==> src/rtl/shift_seq_unit.sv <==
// shift_seq_unit: multicycle shifter that moves the latched operand one bit
// per clock (SLL/SRL/SRA/ROR) under a Start/Busy/Done handshake. The result
// register holds its value until the next accepted Start.
module shift_seq_unit #(
    parameter int unsigned WIDTH = 32,
    parameter int unsigned AMT_W = 5
) (
    input  logic             clk,
    input  logic             reset,
    input  logic             Start,
    input  logic [1:0]       ShiftOp,
    input  logic [WIDTH-1:0] DataIn,
    input  logic [AMT_W-1:0] ShiftAmtIn,
    output logic [WIDTH-1:0] DataOut,
    output logic             Busy,
    output logic             Done
);

    typedef enum logic [1:0] {
        IDLE  = 2'b00,
        SHIFT = 2'b01,
        DONE  = 2'b10
    } state_t;

    typedef enum logic [1:0] {
        OP_SLL = 2'b00,
        OP_SRL = 2'b01,
        OP_SRA = 2'b10,
        OP_ROR = 2'b11
    } op_t;

    state_t             state_q, state_d;
    op_t                op_q, op_d;
    logic [WIDTH-1:0]   data_q, data_d;
    logic [AMT_W-1:0]   cnt_q, cnt_d;
    logic [WIDTH-1:0]   shifted;

    // One-position shift of the current result according to the latched op
    always_comb begin
        shifted = data_q;
        unique case (op_q)
            OP_SLL: shifted = {data_q[WIDTH-2:0], 1'b0};
            OP_SRL: shifted = {1'b0, data_q[WIDTH-1:1]};
            OP_SRA: shifted = {data_q[WIDTH-1], data_q[WIDTH-1:1]};
            OP_ROR: shifted = {data_q[0], data_q[WIDTH-1:1]};
            default: shifted = data_q;
        endcase
    end

    // Next-state, operand latch and down-counter; Start is only honoured in IDLE
    always_comb begin
        state_d = state_q;
        op_d    = op_q;
        data_d  = data_q;
        cnt_d   = cnt_q;
        unique case (state_q)
            IDLE: begin
                if (Start) begin
                    data_d  = DataIn;
                    op_d    = op_t'(ShiftOp);
                    cnt_d   = ShiftAmtIn;
                    state_d = (ShiftAmtIn == '0) ? DONE : SHIFT;
                end
            end
            SHIFT: begin
                data_d = shifted;
                cnt_d  = cnt_q - AMT_W'(1);
                if (cnt_q == AMT_W'(1)) begin
                    state_d = DONE;
                end
            end
            DONE: begin
                state_d = IDLE;
            end
            default: begin
                state_d = IDLE;
            end
        endcase
    end

    // State and datapath registers, cleared asynchronously by active-low reset
    always_ff @(posedge clk or negedge reset) begin
        if (!reset) begin
            state_q <= IDLE;
            op_q    <= OP_SLL;
            data_q  <= '0;
            cnt_q   <= '0;
        end else begin
            state_q <= state_d;
            op_q    <= op_d;
            data_q  <= data_d;
            cnt_q   <= cnt_d;
        end
    end

    // Handshake outputs are decoded purely from the state register
    always_comb begin
        DataOut = data_q;
        Busy    = (state_q != IDLE);
        Done    = (state_q == DONE);
    end

endmodule

==> config.mk <==
export PLATFORM = sky130hd
export DESIGN_NAME = shift_seq_unit
export DESIGN_NICKNAME = d
export VERILOG_FILES = /design/src/rtl/shift_seq_unit.sv
export SDC_FILE = /design/constraint.sdc
export NUM_CORES = 1
export LEC_CHECK = 0
export ABC_AREA = 1
export BUFFER_PORTS_ARGS = -buffer_cell sky130_fd_sc_hd__clkbuf_2
export CORE_ASPECT_RATIO = 0.9
export CORE_MARGIN = 5
export CORE_UTILIZATION = 53
export DETAILED_ROUTE_END_ITERATION = 8
export PLACE_DENSITY = 0.81
export RECOVER_POWER = 25
export SETUP_SLACK_MARGIN = 0.4
export SLEW_MARGIN = 20
export SYNTH_ARGS = -nofsm -noshare
export SYNTH_HDL_FRONTEND = slang
export SYNTH_SLANG_ARGS = --single-unit
==> constraint.sdc <==
create_clock -name clk -period 1.5 [get_ports clk]
set_input_delay 0.45 -clock clk [delete_from_list [all_inputs] [get_ports clk]]
set_output_delay 0.45 -clock clk [all_outputs]
set_load 0.02 [all_outputs]
After elaboration in Yosys (flattened, before gate mapping)
Index checks and enable logic that the tools add are counted.

cells by class
  add/subtract/negate cells = 1
  multipliers = 0
  divide/modulo/power cells = 0
  $lt $le $gt $ge = 0
  equality and inequality tests = 9
  shifts and indexed selects = 0
  muxes and demuxes = 9
  bitwise logic cells = 0
  reductions and logical operators = 9

operator list
  operator                                              number
  one-hot mux 32 bit (4 select lines)                   1
  one-hot mux 32 bit (2 select lines)                   1
  two-way mux 32 bit                                    1
  one-hot mux 5 bit (2 select lines)                    1
  equality test 2 bit (second input constant)           3
  two-way mux 2 bit                                     3
  inequality test 2 bit (second input constant)         3
  AND reduction 2 bit                                   3
  equality test 5 x 1 -> 1 bit (second input constant)  1
  logical NOT 5 bit                                     1
  two-way mux 5 bit                                     1
  subtractor 5 x 1 -> 5 bit (second input constant)     1
  equality test 2 x 1 -> 1 bit (second input constant)  2
  logical NOT 2 bit                                     2
  one-hot mux 2 bit (2 select lines)                    1
  nonzero test 2 bit                                    2
  AND reduction 3 bit                                   1

word-level totals
  bits in registers = 41
  latch bits = 0
  RAM bits = 0
  bits in read-only memories = 0
  input port bits = 42
  output and inout bits = 34
  logic and storage cells = 33
  memories = 0

Depth between registers and ports, before layout
Gate-level depths: netlist (run 1).

  depth after elaboration = 4
  mapped depth = 8
  depth with buffers taken out = 8

Worst setup path before layout (run 1)
No wires, ideal clock.

  path kind = reg-to-reg
  start = register op_q[1]
  end = register data_q[23], in the netlist DataOut[23]
  library setup time = 0.078 ns
  arrival = 1.123 ns
  data required time = 1.422 ns
  path slack = 0.299 ns
  stages on the path, launching flop included = 8
  path buffers = 2
  clock period less this slack = 1.201 ns
  cell sequence = dfrtp_1 nor2_4 inv_2 buf_6 buf_2 nand2_1 nand3_1 a21boi_1

between the ends
  longest elaborated chain between the ends = 3
  elaborated cells between the ends (all ways) = 6
  those cells by class = eq/ne (3); mux (2); reduce/logical (1)

ends and longest elaborated chain
  item                                         line  RTL
  start, declared                              33    op_t op_q, op_d;
  start signal, assigned                       90    op_q <= op_d;
  equality test 2 bit (tied with other cells)  41    unique case (op_q)
  one-hot mux 32 bit (4 select lines) *        41
  one-hot mux 32 bit (2 select lines) *        56    unique case (state_q)
  end signal, assigned                         91    data_q <= data_d;
  end, declared                                34    logic [WIDTH-1:0] data_q, data_d;

Mark *: on every way between the ends. The rest lies on a longest branch, timed or not.
A chain may end at the register's enable or synchronous reset.

Worst setup path after layout (run 1)
  start = register state_q[0]
  end = register data_q[28], in the netlist DataOut[28]

between the ends
  longest elaborated chain between the ends = 3
  elaborated cells between the ends (all ways) = 6
  those cells by class = eq/ne (2); mux (1); reduce/logical (3)

ends and longest elaborated chain
  item                                                                          line  RTL
  start, declared                                                               32    state_t state_q, state_d;
  start signal, assigned                                                        89    state_q <= state_d;
  equality test 2 x 1 -> 1 bit or logical NOT 2 bit (tied branches)             56
  nonzero test 2 bit (no source line) or inequality test 2 bit (tied branches)  n/a
  AND reduction 2 bit (no source line)                                          n/a

Parallel ways exist; a longest one is shown, timed or not.

==> run summary, run 1 <==
Status: finished, violations left
Violated checks: negative setup slack
Clock Tree Root: clkbuf_8
I/O pin count: 76
Tot GR Track Use: 26.16%
Dominant synthesized flop cell: dfrtp_1
Crit Reg-Reg Endpoint: DataOut[28]$_DFFE_PN0P_
Drt pass-1 iters: 9
WP data required: 1700 ps
Clock power frac: 5.5%
DRT iter0 DRCs: 769
FMAX: 585.0 MHz
Routed Antenna Nets: 0
Number of buffers created by CTS: 5
Kind of end point of the critical path: flip-flop
Placed instance count: 543
Pwr per Cell Area: 3064 mW/mm^2
RSZ-0062 raised after global routing: yes
Min setup slack post-route: -209.5 ps
WL per Instance: 24.75 um
Leakage: 0.002444 uW
CTS tree: yes
Relative slew slack: 22.91%
Synth unique cells: 21
Leading area contributor after synthesis: dfrtp_1
Largest family of logic cells by synthesized area: simple AND/OR/NAND/NOR gates
Area share of and/or/nand/nor cells after synthesis: 35.13%
CORE AREA: 0.004895 mm^2
Max clock buf depth: 2
First-pass GRT wire length: 13880 um
Area Growth Syn to Fin: 71.10%
Final worst path period share: 114.0%
Mapped Area: 0.002693 mm^2
Mapped Cells: 414
H-tree depth: 2
Routed wire length: 14800 um
DRC viols: 0
Clk sink count: 41
Row count: 24
Share of layout cells above drive strength 1: 41.09%
Synth area leaders: dfrtp_1 38%, nand2_1 17%, inv_1 9.9%
Post-synthesis compound-gate area fraction: 11.38%
Average size of a mapped cell: 6.504 um^2
Starting Density: 55.01%
Slew at the pin with the worst max-slew slack: 1156 ps
Top cells by count, synth: 124 x nand2_1, 71 x inv_1, 68 x nor2_1
Final Hold Vio Count: 0
Asr flop ratio synth: 100.0%
Reg clk slew, reported paths: 100 ps
Cell area after layout: 0.004607 mm^2
Xor/xnor cell area share of the yosys netlist: 0%
GPL Wtd Cong: 0.8722
Via/cell ratio: 6.522
Vias: 3900
Total grt overflow: 0
Post-synthesis sequential area ratio: 38.10%
Chip height: 77.62 um
TNS Setup: -1243 ps
Nets: 576
Initial antenna violation count: 0
Final max-slew violation count: 0
Period minus WS final: 1710 ps
Die area: 0.006608 mm^2
Reg2reg start: state_q[0]$_DFFE_PN0P_
Worst min-delay path category: in -> reg
Worst R2R Path Depth: 9
Die width: 85.13 um
CP arrival: 1910 ps
Pin count of the biggest net entering global routing: 42
Antenna diodes: 0
Switch Pwr: 7114 uW
Post-synthesis adder-cell area fraction: 0.9294%
HPWL Detailed: 4716 um
Ys Warns: 0
Final std cells w/o fill: 598
CTS Hold Bufs: 0
Pint: 7000 uW
R2r setup slk: -210 ps
Vias in the first global route: 2982
Register bit total from synthesis: 41
Area fraction of the dominant cell type after synthesis: 38.10%
Core Util, Final: 94.12%
Synthesized Nets: 458
CP Launch Type: flip-flop
Critical path type: reg -> reg
Skew-Pair Late Insertion Delay: 330 ps
Sequential share of power: 16.6%
Count of final setup violators: 25
Sw frac: 50.40%
Mux contribution to synthesized area: 0%
Logic pwr share: 77.9%
Crit path launch: state_q[0]$_DFFE_PN0P_
Max cap viols: 0
Clk_skew: 20.64 ps
Post-synth EDFFs: 0
Pre-CTS setup slack: 154.1 ps
CP endpoint: DataOut[28]$_DFFE_PN0P_
Critical path peak fanout: 6
Most common cell in the synthesized netlist: nand2_1
Post-Place Cell Area: 0.003199 mm^2
Worst-case vdd ir drop: 1941 uV
PortBufs: 75
==> how the worst min path moves through the flow <==
stage | start | end | slack (ps) | cells after the start
after floorplan | reset | DataOut[0]$_DFFE_PN0P_ | 150 | 0
after global placement | reset | DataOut[2]$_DFFE_PN0P_ | 450 | 2
after detailed placement | reset | DataOut[1]$_DFFE_PN0P_ | 450 | 2
after CTS | reset | DataOut[4]$_DFFE_PN0P_ | 130 | 2
after global routing | ShiftOp[0] | op_q[0]$_DFFE_PN0P_ | 360 | 3
final | ShiftOp[0] | op_q[0]$_DFFE_PN0P_ | 350 | 3
==> layout by cell type, fill, tap and decap left out, types with 4 or more instances in the layout <==
cell type / instances
buf_4: 20
a21boi_2: 15
clkbuf_8: 11
buf_6: 31
a21boi_1: 15
buf_16: 8
dfrtp_1: 40
clkbuf_2: 42
o21ai_0: 5
nand3_4: 6
nor2_2: 15
nand3_1: 25
nor2_1: 40
o21ai_2: 4
nand2_1: 112
nand2_2: 10
clkbuf_16: 5
buf_12: 15
nor2_4: 15
inv_1: 69
nand3_2: 8
==> per-stage QoR <==
stage	hold slack [ps]	total power, uW
final	347.5	14110
after global routing	359.1	14470
after CTS	128.4	10020
after detailed placement	447.2	7532
after global placement	447.8	7359
after floorplan	154.4	6221
==> layer usage <==
| layer | track usage [%] | vias to the layer above | share of wire [%] |
|---|---|---|---|
| met5 | 0 | - | 0 |
| met4 | 10.60 | 0 | 10 |
| met3 | 6.356 | 195 | 14 |
| met2 | 44.33 | 513 | 44 |
| met1 | 31.90 | 1703 | 31 |
| li1 | - | 1489 | - |
==> layout make-up <==
type / count / area (um^2)
Multi-Input combinational cell: 281 / 1652
Timing Repair Buffer: 130 / 1483
Sequential cell: 41 / 1027
Fill cell: 126 / 287.8
Inverter: 73 / 281.5
Tap cell: 65 / 81.33
Clock buffer: 6 / 72.57
Clock inverter: 2 / 10.01
==> sequential cells by signal, summed over array words and instances, names as in the netlist <==
name,count
DataOut,32
state_q,2
cnt_q,5
op_q,2
==> cells by family (layout without fill, tap and decap cells) <==
logic type | Yosys count | in the layout
flip-flops | 41 | 41
AND/OR/NAND/NOR | 235 | 235
AO/OA/AOI/OAI | 44 | 44
adder cells (fa/ha/maj) | 2 | 2
buffers and inverters | 92 | 211
==> power by group through the flow <==
stage | Sequential (uW) | Clock (uW) | Combinational, uW
finish | 2340 | 782 | 11000
global route | 2350 | 811 | 11300
CTS | 2120 | 722 | 7180
detailed placement | 2140 | 0 | 5390
global placement | 2120 | 0 | 5240
floorplan | 2610 | 0 | 3610
==> worst max-delay path: stages, from the launching register on <==
cell      delay [ps]
dfrtp_2          470
inv_4             90
buf_6            110
nor2_4            50
buf_12           140
buf_12           130
buf_16           120
nor2_1           130
nor2_1            90
a21boi_1         240
==> timing repair <==
action / CTS / global route
endpoints found under the setup margin: 75 / 75
pin swaps: 8 / 47
cloned: 8 / 5
setup buffers: 18 / 16
gates resized for setup: 30 / 184
Power figures use the tool's default switching activity.
==> run 2, diff against run 1 <==
- BUFFER_PORTS_ARGS: -buffer_cell sky130_fd_sc_hd__clkbuf_2 -> -buffer_cell sky130_fd_sc_hd__buf_2
- CORE_ASPECT_RATIO: 0.9 -> not set
==> run summary, run 2 (same netlist as run 1, synthesis figures left out) <==
Sequential share of power: 18.3%
Total area of sequential cells: 0.001027 mm^2
Die area: 0.006606 mm^2
Worst min-delay path category: in -> reg
Logic pwr share: 72.7%
Pre-CTS setup slack: 103.9 ps
DRC viols: 0
Vias: 3284
Total grt overflow: 0
Overall power: 12150 uW
Clk sink count: 41
Via/cell ratio: 5.473
Crit-path cells: inv_4 -> buf_6 -> nor2_4 -> buf_4 -> buf_6 -> clkbuf_16 -> nor2_1 -> nor2_1 -> a21boi_1
Footprint of the multi-input gates: 0.001538 mm^2
Max reg flops: 32
Skew-Pair Late Insertion Delay: 310 ps
Clk_skew: 5.179 ps
CORE AREA: 0.005010 mm^2
Pin count of the biggest net entering global routing: 64
Hold Startpoint: ShiftOp[1]
Reg2reg start: state_q[0]$_DFFE_PN0P_
Count of final setup violators: 0
Area Growth Syn to Fin: 59.90%
CP max-delay cell: dfrtp_2
FMAX: 666.7 MHz
Min setup slack post-route: 0.01310 ps
CP bufs+invs: 5
Kind of end point of the critical path: flip-flop
Status: finished clean
I/O pin count: 76
Slew at the pin with the worst max-slew slack: 1081 ps
DRT iter0 DRCs: 314
Critical path type: reg -> reg
Initial antenna violation count: 0
Crit path launch: state_q[0]$_DFFE_PN0P_
First-pass GRT wire length: 12710 um
Share of layout cells above drive strength 1: 36.79%
Critical path peak fanout: 8
PortBufs: 75
Routed wire length: 9877 um
Vias in the first global route: 2795
Period minus WS final: 1500 ps
Most common cell after layout, fill and taps aside: nand2_1
Crit-path leading delay family: buffers and inverters
Antenna diodes: 0
Max clock buf depth: 2
HPWL Detailed: 4403 um
Starting Density: 53.75%
Chip height: 81.28 um
Fillcell total: 250
WP data required: 1730 ps
Final Hold Vio Count: 0
H-tree depth: 2
Tot GR Track Use: 24.80%
Reg clk slew, reported paths: 90 ps
CP Launch Type: flip-flop
Nets: 573
Pwr per Cell Area: 2821 mW/mm^2
Sw frac: 46.09%
Pint: 6549 uW
Clock power frac: 9.0%
Relative slew slack: 27.96%
WL per Instance: 16.46 um
RSZ-0062 raised after global routing: yes
Most frequent cells in the layout: 116 x nand2_1, 68 x inv_1, 49 x nor2_1
GPL Wtd Cong: 0.8016
Worst-case vdd ir drop: 1816 uV
CTS tree: yes
Delay contributed by the slowest stage of the critical path: 470 ps
Routed Antenna Nets: 0
Number of buffers created by CTS: 5
Max cap viols: 0
Die width: 81.28 um
Final worst path period share: 100.0%
Switch Pwr: 5598 uW
Final max-slew violation count: 0
CP arrival: 1730 ps
Clock Tree Root: clkbuf_8
Row count: 26
Leakage: 0.002346 uW
Drt pass-1 iters: 7
-- run 2: cell types whose count changed in the layout (fill, tap and decap cells not counted), moves of 5 or more --
cell / change
buf_6: +10
buf_2: +41
buf_12: -7
clkbuf_8: -6
clkbuf_2: -41
a21boi_1: +11
nor2_2: -5
buf_4: +9
nand2_2: -5
nor2_1: +9
a21boi_2: -11
nand3_2: +5
-- run 2: cell type report --
class	instances	area share (%)
Multi-Input combinational cell	281	35.72
Timing Repair Buffer	127	28.74
Sequential cell	41	23.86
Inverter	73	6.539
Tap cell	70	2.034
Clock buffer	5	1.598
Clock inverter	3	1.511
-- run 2: path summary, 6_finish.rpt --
check,endpoint,slack (ps),cells past startpoint
max in group asynchronous,state_q[0]$_DFFE_PN0P_,370,2
worst min-delay path,op_q[1]$_DFFE_PN0P_,350,3
min in group asynchronous,cnt_q[2]$_DFFE_PN0P_,410,2
worst min register to register,cnt_q[4]$_DFFE_PN0P_,530,2
worst max-delay path,DataOut[7]$_DFFE_PN0P_,0.01,9
worst max register to register,DataOut[7]$_DFFE_PN0P_,0.01,9
-- run 2: timing repair --
| action | in CTS | in global routing |
|---|---|---|
| gates cloned | 5 | 3 |
| setup buffers | 20 | 17 |
| endpoints found under the setup margin | 75 | 75 |
| pin swaps | 26 | 36 |
| gates resized for setup | 88 | 61 |
| hold buffers | 0 | 0 |
-- run 2: per-layer routing --
layer  GRT usage (%)  share of wire, %
met5               0                 0
met4           8.108               3.8
met3           6.098               9.1
met2           41.78                50
met1           30.99                37
-- run 2: per-stage QoR --
step	cells	utilization [%]	instance area [um^2]	hold slack (ps)	TNS, ps
after floorplan	414	-	2766	154.4	0
after global placement	547	63.34	3173	442.5	0
after global routing	600	85.94	4305	354.4	-315.2
after CTS	580	77.92	3904	117.2	0
final	600	85.94	4305	350.5	0
after detailed placement	547	63.34	3173	443.6	0
-- run 2: worst register-to-register path: stages, from the launching register on --
cell       delay [ps]
dfrtp_2           470
inv_4              80
buf_6             100
nor2_4             40
buf_4             120
buf_6             120
clkbuf_16         160
nor2_1            130
nor2_1             60
a21boi_1          140
-- run 2: power groups by stage --
stage / Clock, uW / Sequential, uW / Combinational, uW
after global placement: 0 / 2090 / 5110
after global routing: 1150 / 2270 / 9440
final: 1090 / 2230 / 8830
after CTS: 1070 / 2190 / 7150
after floorplan: 0 / 2610 / 3610
after detailed placement: 0 / 2110 / 5230
==> run 3, diff against run 2 <==
- CTS_BUF_LIST: not set -> sky130_fd_sc_hd__clkbuf_16
==> run summary, run 3 (same netlist as run 1, synthesis figures left out) <==
Final Hold Vio Count: 0
Routed Antenna Nets: 0
HPWL Detailed: 4403 um
Reg2reg start: state_q[0]$_DFFE_PN0P_
Clock power frac: 11.9%
Clock Tree Root: clkbuf_16
Pint: 6453 uW
Number of buffers created by CTS: 5
Max reg flops: 32
Max cap viols: 0
Max clock buf depth: 2
Fillcell total: 304
Fin Hold WS: 367.5 ps
Period minus WS final: 1504 ps
Row count: 26
Overall power: 11880 uW
Antenna diodes: 0
Sequential share of power: 18.7%
Final max-slew violation count: 0
Vias: 3188
GPL Wtd Cong: 0.8016
I/O pin count: 76
Clk_skew: 3.866 ps
Drt pass-1 iters: 5
WP data required: 1700 ps
Status: finished, violations left
Hold Startpoint: ShiftOp[1]
First-pass GRT wire length: 13130 um
CTS tree: yes
Pre-CTS setup slack: 103.9 ps
CORE AREA: 0.005010 mm^2
Most common cell after layout, fill and taps aside: nand2_1
Critical path peak fanout: 8
Worst min-delay path category: in -> reg
Critical path type: reg -> reg
Crit Reg-Reg Endpoint: DataOut[5]$_DFFE_PN0P_
DRT iter0 DRCs: 425
Pin count of the biggest net entering global routing: 42
RSZ-0062 raised after global routing: yes
Area Growth Syn to Fin: 55.16%
Die width: 81.28 um
PortBufs: 75
Vias in the first global route: 2864
R2r setup slk: -4 ps
Nets: 565
H-tree depth: 2
Worst-case vdd ir drop: 1907 uV
Relative slew slack: 27.70%
Logic pwr share: 69.4%
Hold EP: op_q[1]$_DFFE_PN0P_
CP arrival: 1710 ps
Total grt overflow: 0
Starting Density: 53.75%
Reg clk slew, reported paths: 60 ps
Worst R2R Path Depth: 8
CTS Hold Bufs: 0
DRC viols: 0
Chip height: 81.28 um
Switch Pwr: 5424 uW
Pwr per Cell Area: 2843 mW/mm^2
Routed wire length: 9500 um
WHS Path Cells: 3
Post-Place Cell Area: 0.003173 mm^2
Share of layout cells above drive strength 1: 33.52%
Skew-Pair Late Insertion Delay: 290 ps
Min setup slack post-route: -3.886 ps
FMAX: 664.9 MHz
Count of final setup violators: 1
Via/cell ratio: 5.385
Initial antenna violation count: 0
Sw frac: 45.67%
WL per Instance: 16.05 um
Clk sink count: 41
Cell area after layout: 0.004178 mm^2
Violated checks: negative setup slack
Slew at the pin with the worst max-slew slack: 1084 ps
CP Launch Type: flip-flop
Die area: 0.006606 mm^2
Leakage: 0.002303 uW
Kind of end point of the critical path: flip-flop
Most frequent cells in the layout: 118 x nand2_1, 67 x inv_1, 63 x nor2_1
Tot GR Track Use: 25.56%
Final worst path period share: 100.3%
-- run 3: changes by cell type in the layout (fill, tap and decap cells not counted), sizes merged --
cell,previous run,this run
buf,124,116
-- run 3: worst max-delay path, cell delays in order, from the launching register on --
cell and delay, ps:
dfrtp_2 440, inv_4 60, buf_6 120, nor2_4 120, buf_12 160, buf_6 120, buf_16 130, nand3_2 70
a21boi_1 190
-- run 3: power groups by stage --
stage | sequential, uW | combinational [uW] | clock (uW)
floorplan | 2610 | 3610 | 0
global placement | 2090 | 5110 | 0
detailed placement | 2110 | 5230 | 0
CTS | 2200 | 7080 | 1400
global route | 2270 | 8790 | 1480
finish | 2220 | 8240 | 1410
-- run 3: layer usage --
metal / global-route usage [%] / part of all wire, % / vias to the layer above
met2: 44.30 / 51 / 226
met3: 4.767 / 9.0 / 41
met1: 31.66 / 37 / 1457
li1: - / - / 1464
met4: 8.784 / 3.4 / 0
met5: 0 / 0 / -
-- run 3: worst max-delay path by stage --
stage / depth (start not counted) / to / startpoint / slack, ps
2_1_floorplan: 7 / DataOut[10]$_DFFE_PN0P_ / state_q[0]$_DFFE_PN0P_ / 340
3_3_place_gp: 6 / DataOut[12]$_DFFE_PN0P_ / state_q[0]$_DFFE_PN0P_ / 140
3_5_place_dp: 6 / DataOut[12]$_DFFE_PN0P_ / state_q[0]$_DFFE_PN0P_ / 100
4_1_cts: 3 / Done / state_q[1]$_DFFE_PN0P_ / 40
5_1_grt: 8 / DataOut[5]$_DFFE_PN0P_ / state_q[0]$_DFFE_PN0P_ / -30
6_report: 8 / DataOut[5]$_DFFE_PN0P_ / state_q[0]$_DFFE_PN0P_ / -4
-- run 3: repair_timing --
action	in CTS	in global routing
endpoints found under the setup margin	75	75
gates resized for setup	95	35
cloned	5	2
buffers inserted	19	11
pin swaps	9	28
-- run 3: final cells by class --
type                            instances  area, um^2  share of cell area [%]
Inverter                               73       281.5                   6.739
Clock inverter                          3       65.06                   1.557
Timing Repair Buffer                  119        1116                   26.71
Sequential cell                        41        1027                   24.59
Clock buffer                            5       125.1                   2.995
Multi-Input combinational cell        281        1475                   35.31
Tap cell                               70       87.58                   2.096
-- run 3: stage by stage --
stage	instances	TNS (ps)	util [%]
global placement	547	0	63.34
finish	592	-3.886	83.39
detailed placement	547	0	63.34
CTS	579	0	78.62
floorplan	414	0	-
global route	592	-62.72	83.39
